===== config.mk =====
export PLATFORM = sky130hd
export DESIGN_NAME = pwm_capture
export DESIGN_NICKNAME = d
export VERILOG_FILES = /design/src/rtl/pwm_pkg.sv /design/src/rtl/sync_edge_detect.sv /design/src/rtl/pwm_capture.sv
export SDC_FILE = /design/constraint.sdc
export NUM_CORES = 1
export LEC_CHECK = 0
export ABC_AREA = 1
export CORE_UTILIZATION = 58
export DETAILED_ROUTE_END_ITERATION = 8
export PLACE_DENSITY = 0.83
export SKIP_LAST_GASP = 1
export SLEW_MARGIN = 10
export SYNTH_ARGS = -nofsm -noshare
export SYNTH_HDL_FRONTEND = slang
export SYNTH_SLANG_ARGS = --single-unit

===== constraint.sdc =====
create_clock -name clk -period 2.9 [get_ports clk]
set_input_delay 0.725 -clock clk [delete_from_list [all_inputs] [get_ports clk]]
set_output_delay 0.725 -clock clk [all_outputs]
set_load 0.005 [all_outputs]

===== src/rtl/pwm_pkg.sv =====
// Shared definitions for the PWM capture block: FSM encoding, default width
// and the fill-counter sizing helper.
package pwm_pkg;

   typedef enum logic [1:0] {
      S_IDLE  = 2'd0,
      S_ARMED = 2'd1,
      S_HIGH  = 2'd2,
      S_LOW   = 2'd3
   } pwm_state_t;

   localparam int DEF_WIDTH = 8;
   localparam int CNT_MAX   = (1 << DEF_WIDTH) - 1;

   // Fill counter must hold 0 .. stages+1 inclusive.
   function automatic int fill_width(input int stages);
      return $clog2(stages + 2);
   endfunction

endpackage


===== src/rtl/sync_edge_detect.sv =====
// Multi-flop synchronizer for an asynchronous line plus a delayed copy used
// to derive single-cycle rise/fall strobes.
module sync_edge_detect #(
   parameter int SYNC_STAGES = 2
) (
   input  logic clk,
   input  logic reset,
   input  logic d,
   output logic level,
   output logic rise,
   output logic fall
);

   logic [SYNC_STAGES-1:0] sync_q;
   logic                   level_d;

   always_ff @(posedge clk) begin
      if (reset) begin
         sync_q  <= '0;
         level_d <= 1'b0;
      end else begin
         sync_q  <= {sync_q[SYNC_STAGES-2:0], d};
         level_d <= sync_q[SYNC_STAGES-1];
      end
   end

   // Both edges see identical latency, so measured widths are exact.
   assign level = sync_q[SYNC_STAGES-1];
   assign rise  = level & ~level_d;
   assign fall  = ~level & level_d;

endmodule


===== src/rtl/pwm_capture.sv =====
// PWM capture: measures period and high time of a synchronized PWM line and
// flags stuck/over-range lines with a timeout pulse.
module pwm_capture
   import pwm_pkg::*;
#(
   parameter int WIDTH       = DEF_WIDTH,
   parameter int SYNC_STAGES = 2
) (
   input  logic             clk,
   input  logic             reset,
   input  logic             pwm_in,
   output logic [WIDTH-1:0] period,
   output logic [WIDTH-1:0] high_time,
   output logic             valid,
   output logic             timeout,
   output logic             stuck_level
);

   localparam logic [WIDTH-1:0]  CNT_LIMIT = '1;
   localparam int                FILL_W    = fill_width(SYNC_STAGES);
   localparam logic [FILL_W-1:0] FILL_DONE = FILL_W'(SYNC_STAGES + 1);

   function automatic logic [WIDTH-1:0] sat_inc(input logic [WIDTH-1:0] v);
      return (v == CNT_LIMIT) ? v : v + WIDTH'(1);
   endfunction

   logic s;
   logic rise;
   logic fall;

   pwm_state_t        state, state_nxt;
   logic [WIDTH-1:0]  cnt;
   logic [WIDTH-1:0]  hi_lat;
   logic [FILL_W-1:0] fill;
   logic              fill_done;
   logic              at_max;

   logic cnt_load;
   logic cnt_inc;
   logic hi_load;
   logic publish;
   logic expire;

   // ---- stage: input synchronization and edge detection ----
   sync_edge_detect #(
      .SYNC_STAGES (SYNC_STAGES)
   ) u_sync (
      .clk   (clk),
      .reset (reset),
      .d     (pwm_in),
      .level (s),
      .rise  (rise),
      .fall  (fall)
   );

   assign fill_done = (fill == FILL_DONE);
   assign at_max    = (cnt == CNT_LIMIT);

   // ---- stage: measurement FSM ----
   always_ff @(posedge clk) begin
      if (reset) state <= S_IDLE;
      else       state <= state_nxt;
   end

   always_comb begin
      state_nxt = state;
      cnt_load  = 1'b0;
      cnt_inc   = 1'b0;
      hi_load   = 1'b0;
      publish   = 1'b0;
      expire    = 1'b0;
      case (state)
         // Wait for the synchronizer to fill and the line to be low, so a
         // line already high at reset release cannot look like a rise.
         S_IDLE: begin
            if (fill_done && !s) state_nxt = S_ARMED;
         end
         S_ARMED: begin
            if (rise) begin
               cnt_load  = 1'b1;
               state_nxt = S_HIGH;
            end
         end
         S_HIGH: begin
            if (fall) begin
               hi_load   = 1'b1;
               cnt_inc   = 1'b1;
               state_nxt = S_LOW;
            end else if (at_max) begin
               expire    = 1'b1;
               state_nxt = S_IDLE;
            end else begin
               cnt_inc = 1'b1;
            end
         end
         S_LOW: begin
            // An edge coinciding with saturation wins: period CNT_LIMIT is legal.
            if (rise) begin
               publish   = 1'b1;
               cnt_load  = 1'b1;
               state_nxt = S_HIGH;
            end else if (at_max) begin
               expire    = 1'b1;
               state_nxt = S_IDLE;
            end else begin
               cnt_inc = 1'b1;
            end
         end
         default: state_nxt = S_IDLE;
      endcase
   end

   // ---- stage: counters and registered results ----
   always_ff @(posedge clk) begin
      if (reset) begin
         fill        <= '0;
         cnt         <= '0;
         hi_lat      <= '0;
         period      <= '0;
         high_time   <= '0;
         valid       <= 1'b0;
         timeout     <= 1'b0;
         stuck_level <= 1'b0;
      end else begin
         if (!fill_done) fill <= fill + FILL_W'(1);

         if (cnt_load)     cnt <= WIDTH'(1);
         else if (cnt_inc) cnt <= sat_inc(cnt);

         if (hi_load) hi_lat <= cnt;

         if (publish) begin
            period    <= cnt;
            high_time <= hi_lat;
         end
         valid   <= publish;
         timeout <= expire;

         if (expire) stuck_level <= s;
      end
   end

endmodule


; ---- Word-level counts from Yosys, hierarchy flattened
; Cells that the tools add are included.
[classes]
eq_ne = 8
n_mux = 22
n_reduce_logical = 9
add_sub_neg = 2
n_bitwise = 5
[op_table]
columns = cell, count
row1 = 2-to-1 mux 1 bit, 14
row2 = 2-to-1 mux 2 bit, 5
row3 = adder 8 x 1 -> 8 bit (second input constant), 1
row4 = equality test 8 bit (second input constant), 1
row5 = one-hot mux 2 bit (4 select lines), 1
row6 = equality test 2 bit (second input constant), 3
row7 = AND reduction 2 bit, 3
row8 = != test 2 bit (second input constant), 2
row9 = one-hot mux 1 bit (2 select lines), 2
row10 = OR reduction 2 bit, 2
row11 = NOT 1 bit, 3
row12 = adder 2 x 1 -> 2 bit (second input constant), 1
row13 = AND 1 bit, 2
row14 = equality test 2 x 1 -> 1 bit (second input constant), 1
row15 = logical NOT 2 bit, 1
row16 = != test 2 x 1 -> 1 bit (second input constant), 1
row17 = nonzero test 2 bit, 1
row18 = logical AND 1 bit, 1
row19 = logical NOT 1 bit, 1
[totals]
output_inout_bits = 19
register_bits = 42

; ---- Longest topological paths before layout
[logic_depth]
depth_word = 6
mapped_depth = 9

; ---- Modules after synthesis
; A second synthesis with hierarchy kept.
[unflattened]
hier_cells = 231
area_unflattened_um2 = 1717.9
[modules_own_cells]
columns = mod, area_each_um2, cells_per_inst, instances
row1 = pwm_capture, 1624.1, 219, 1
row2 = sync_edge_detect, 93.8, 12, 1

; ---- Least setup slack after synthesis
; Ideal clock, no wire load.
[synth_timing]
path_kind = input to register
from = in reset
to = reg hi_lat[3]
path_buffers = 3
path_slack_ns = 1.449
setup_ns = 0.064
path_stages = 6
arrival_ns = 1.387
cell_sequence = buf_2 > inv_2 > clkbuf_2 > buf_2 > o21ai_0 > nor2_1
[synth_rtl]
columns = element, line
row1 = start: declaration, pwm_capture.sv:10  ; input logic reset,
row2 = end signal: assignment, pwm_capture.sv:130  ; if (hi_load) hi_lat <= cnt;
row3 = end: declaration, pwm_capture.sv:33  ; logic [WIDTH-1:0] hi_lat;

; ---- Worst setup path after layout
[layout_timing]
from = reg high_time[6]
to = out high_time[6]
[layout_rtl]
columns = element, line
row1 = start: declaration, pwm_capture.sv:13  ; output logic [WIDTH-1:0] high_time,
row2 = start signal: assignment, pwm_capture.sv:134  ; high_time <= hi_lat;
; No word-level cell between the ends.

==> results.py <==
metrics = {
    "synth": {
        "synth_cell_types": 21,
        "syn-instance-count": 234,
        "syn_area_per_cell_um2": 7.34,
        "yosys_most_used_dff": "dfxtp_1",
        "ys_seq_area_share_pct": 49.0,
        "synthArstFlopShare_pct": 0,
        "yosys_warnings": 0,
        "ys_ff_latch": 42,
        "syn-cell-area_mm2": 0.00172,
        "synth_edf_count": 0,
        "synth_nets": 239,
    },
    "sta": {
        "fin_hold_ws_ns": 0.410,
        "setup_viol": 0,
        "rsz0062_at_grt": "no",
        "min_period_over_period_pct": 67.3,
        "timing.final.ws_setup_ns": 0.948,
        "fin_setup_tns_ns": 0,
        "drv_slew": 0,
        "hold_viol": 0,
        "min_period_ns": 1.95,
        "worst_pin_slew_ns": 0.420,
        "clock-skew-final_ns": 0.00637,
        "slew-limit-headroom_pct": 72.0,
        "fmax_mhz": 512,
    },
    "route": {
        "dr_total_vias": 1447,
        "first_pass_iters": 5,
        "initialDrtViolationCount": 54,
        "vias_per_cell": 5.06,
        "drc": 0,
        "postRouteAntennaNets": 0,
        "drt-wirelength-per-cell_um": 11.3,
        "drt-total-wl_um": 3230,
    },
    "finish": {
        "layout_commonest_cell": "nor2_1",
        "final_cell_mix": "nor2_1 (48), nand2_1 (42), dfxtp_1 (42)",
        "layout-drive-gt1-share_pct": 7.06,
        "antenna_cells": 0,
        "syn2layout_area_growth_pct": 16.8,
        "fin_cells": 286,
        "nets": 259,
    },
    "power": {
        "p_comb_share_pct": 8.3,
        "leakage_nw": 0.892,
        "p_seq_share_pct": 57.6,
        "p_clk_share_pct": 34.1,
        "switching_power_w": 0.000260,
        "power.total_w": 0.00106,
        "p_per_area_mw_per_mm2": 531,
        "peakVddDrop_v": 0.000753,
        "p_int_w": 0.000804,
        "swShare_pct": 24.4,
    },
    "grt": {
        "grt_pass1_wl_um": 5240,
        "track_usage_pct": 21.3,
        "gr-total-overflow": 0,
        "antenna_found_initial": 0,
        "grt_max_degree": 30,
        "grt_pass1_vias": 1249,
    },
    "setup_path": {
        "cp-end-kind": "output port",
        "startpoint_type": "flip-flop",
        "cp.required_ns": 2.17,
        "critPathBufInv": 1,
        "path_class": "reg2out",
        "crit_end": "high_time[6]",
        "r2r_start": "cnt[1]",
        "reg2reg_depth": 8,
        "cpLargestDelayFamily": "buffers and inverters",
        "startpoint": "high_time[6]",
        "path_depth": 1,
        "critPathMaxFanout": 2,
        "cp.arrival_ns": 1.23,
        "reg2reg_setup_slack_ns": 1.36,
        "cp_cell_sequence": "clkdlybuf4s50_1",
        "max_stage_delay_ns": 0.52,
        "crit_slowest_cell": "clkdlybuf4s50_1",
        "reg2reg_to": "cnt[7]",
    },
    "cts": {
        "hold_buffers": 0,
        "htreeDepth": 2,
        "clkSlewWorstSetupHoldPaths_ns": 0.12,
        "clkLatencyLatePin_ns": 0.35,
        "clock_sinks": 42,
        "root_buffer": "clkbuf_4",
        "postCtsSetupRepairBufs": 0,
        "cts_tree": "yes",
        "numCtsBuffers": 5,
        "clock_path_buffers": 2,
        "ctsResizeCount": 0,
    },
    "placed_design": {
        "dp_hpwl_um": 2220,
        "place.gp.congestion": 0.808,
        "port_buffers": 21,
        "placedCellCount": 278,
        "post-place-ws_ns": 0.729,
    },
    "floorplanning": {
        "rows": 19,
        "die_area_mm2": 0.00318,
        "die_w_um": 56.4,
        "core_mm2": 0.00278,
        "die_h_um": 56.4,
        "start_util_pct": 61.7,
        "num_io_pins": 22,
    },
    "min_path": {
        "hp-class": "reg2reg",
    },
    "run": {
        "max_cap_violations": 0,
    },
    "run_status": {
        "status": "finished clean",
    },
}
## synthesized netlist by cell type (3+ instances only)
cell,number,area share [%]
o21ai_0,24,7.0
nor2_1,48,10
dfxtp_1,42,49
o21ai_1,7,2.0
buf_2,6,1.7
nand2_2,3,1.1
nand2_1,42,9.2
inv_2,3,0.66
inv_1,21,4.6
a21oi_1,19,5.5
nand3_1,7,2.0
## logic make-up (layout without fill, tap and decap cells)
logic type	count (synthesis)	after routing	synth area share (%)
and+or+nand+nor	104	104	25.5
AOI/OAI and AO/OA	50	50	14.6
DFF	42	42	49.0
buffers and inverters	33	54	7.94
xor gates and xnor gates	3	3	1.53
adders and majority gates	2	2	1.46
## power by group through the flow
stage               clock, W  sequential, W  combinational (W)
finish              0.000363       0.000613          0.0000889
global route        0.000398       0.000615           0.000104
CTS                 0.000367       0.000612          0.0000885
detailed placement         0       0.000625          0.0000878
global placement           0       0.000625          0.0000862
floorplan                  0       0.000620          0.0000725
## metal layers
| layer | vias up | track usage, % | part of all wire, % |
|---|---|---|---|
| met3 | 7 | 6.91 | 4.8 |
| met1 | 630 | 27.2 | 49 |
| met4 | 0 | 8.71 | 1.6 |
| li1 | 778 | - | - |
| met5 | - | 0 | 0 |
| met2 | 32 | 33.2 | 44 |
## flip-flops by register name, indices dropped and copies added, names as in the netlist
name and flops:
cnt 8, hi_lat 8, high_time 8, period 8, fill 2, state 2
u_sync.sync_q 2, stuck_level 1, timeout 1, u_sync.level_d 1, valid 1
## cell type report
class                           instances  area (µm²)
Multi-Input combinational cell        159         739
Inverter                               24        90.1
Timing Repair Buffer                   22         218
Tap cell                               31        38.8
Clock buffer                            5        37.5
Fill cell                             226         777
Clock inverter                          3        40.0
Sequential cell                        42         841
## how the worst min path moves through the flow
stage	startpoint	end	cells after the start	slack, ns
final	u_sync.sync_q[0]	u_sync.sync_q[1]	2	0.41
after global routing	u_sync.sync_q[0]	u_sync.sync_q[1]	2	0.46
after CTS	u_sync.sync_q[0]	u_sync.sync_q[1]	2	0.41
after detailed placement	u_sync.sync_q[0]	u_sync.sync_q[1]	2	0.40
after global placement	u_sync.sync_q[0]	u_sync.sync_q[1]	2	0.40
after floorplan	u_sync.sync_q[0]	u_sync.sync_q[1]	2	0.39
## through the flow
stage,area [µm²],util [%]
2_1_floorplan,1720,-
3_3_place_gp,1930,69.3
3_5_place_dp,1930,69.3
4_1_cts,2000,72.1
5_1_grt,2000,72.1
6_report,2000,72.1
## worst min-delay path, stage by stage (launching register included)
cell	delay, ns
dfxtp_1	0.31
inv_1	0.04
nor2_1	0.03
Note: power is estimated with default switching activity, not from simulation.
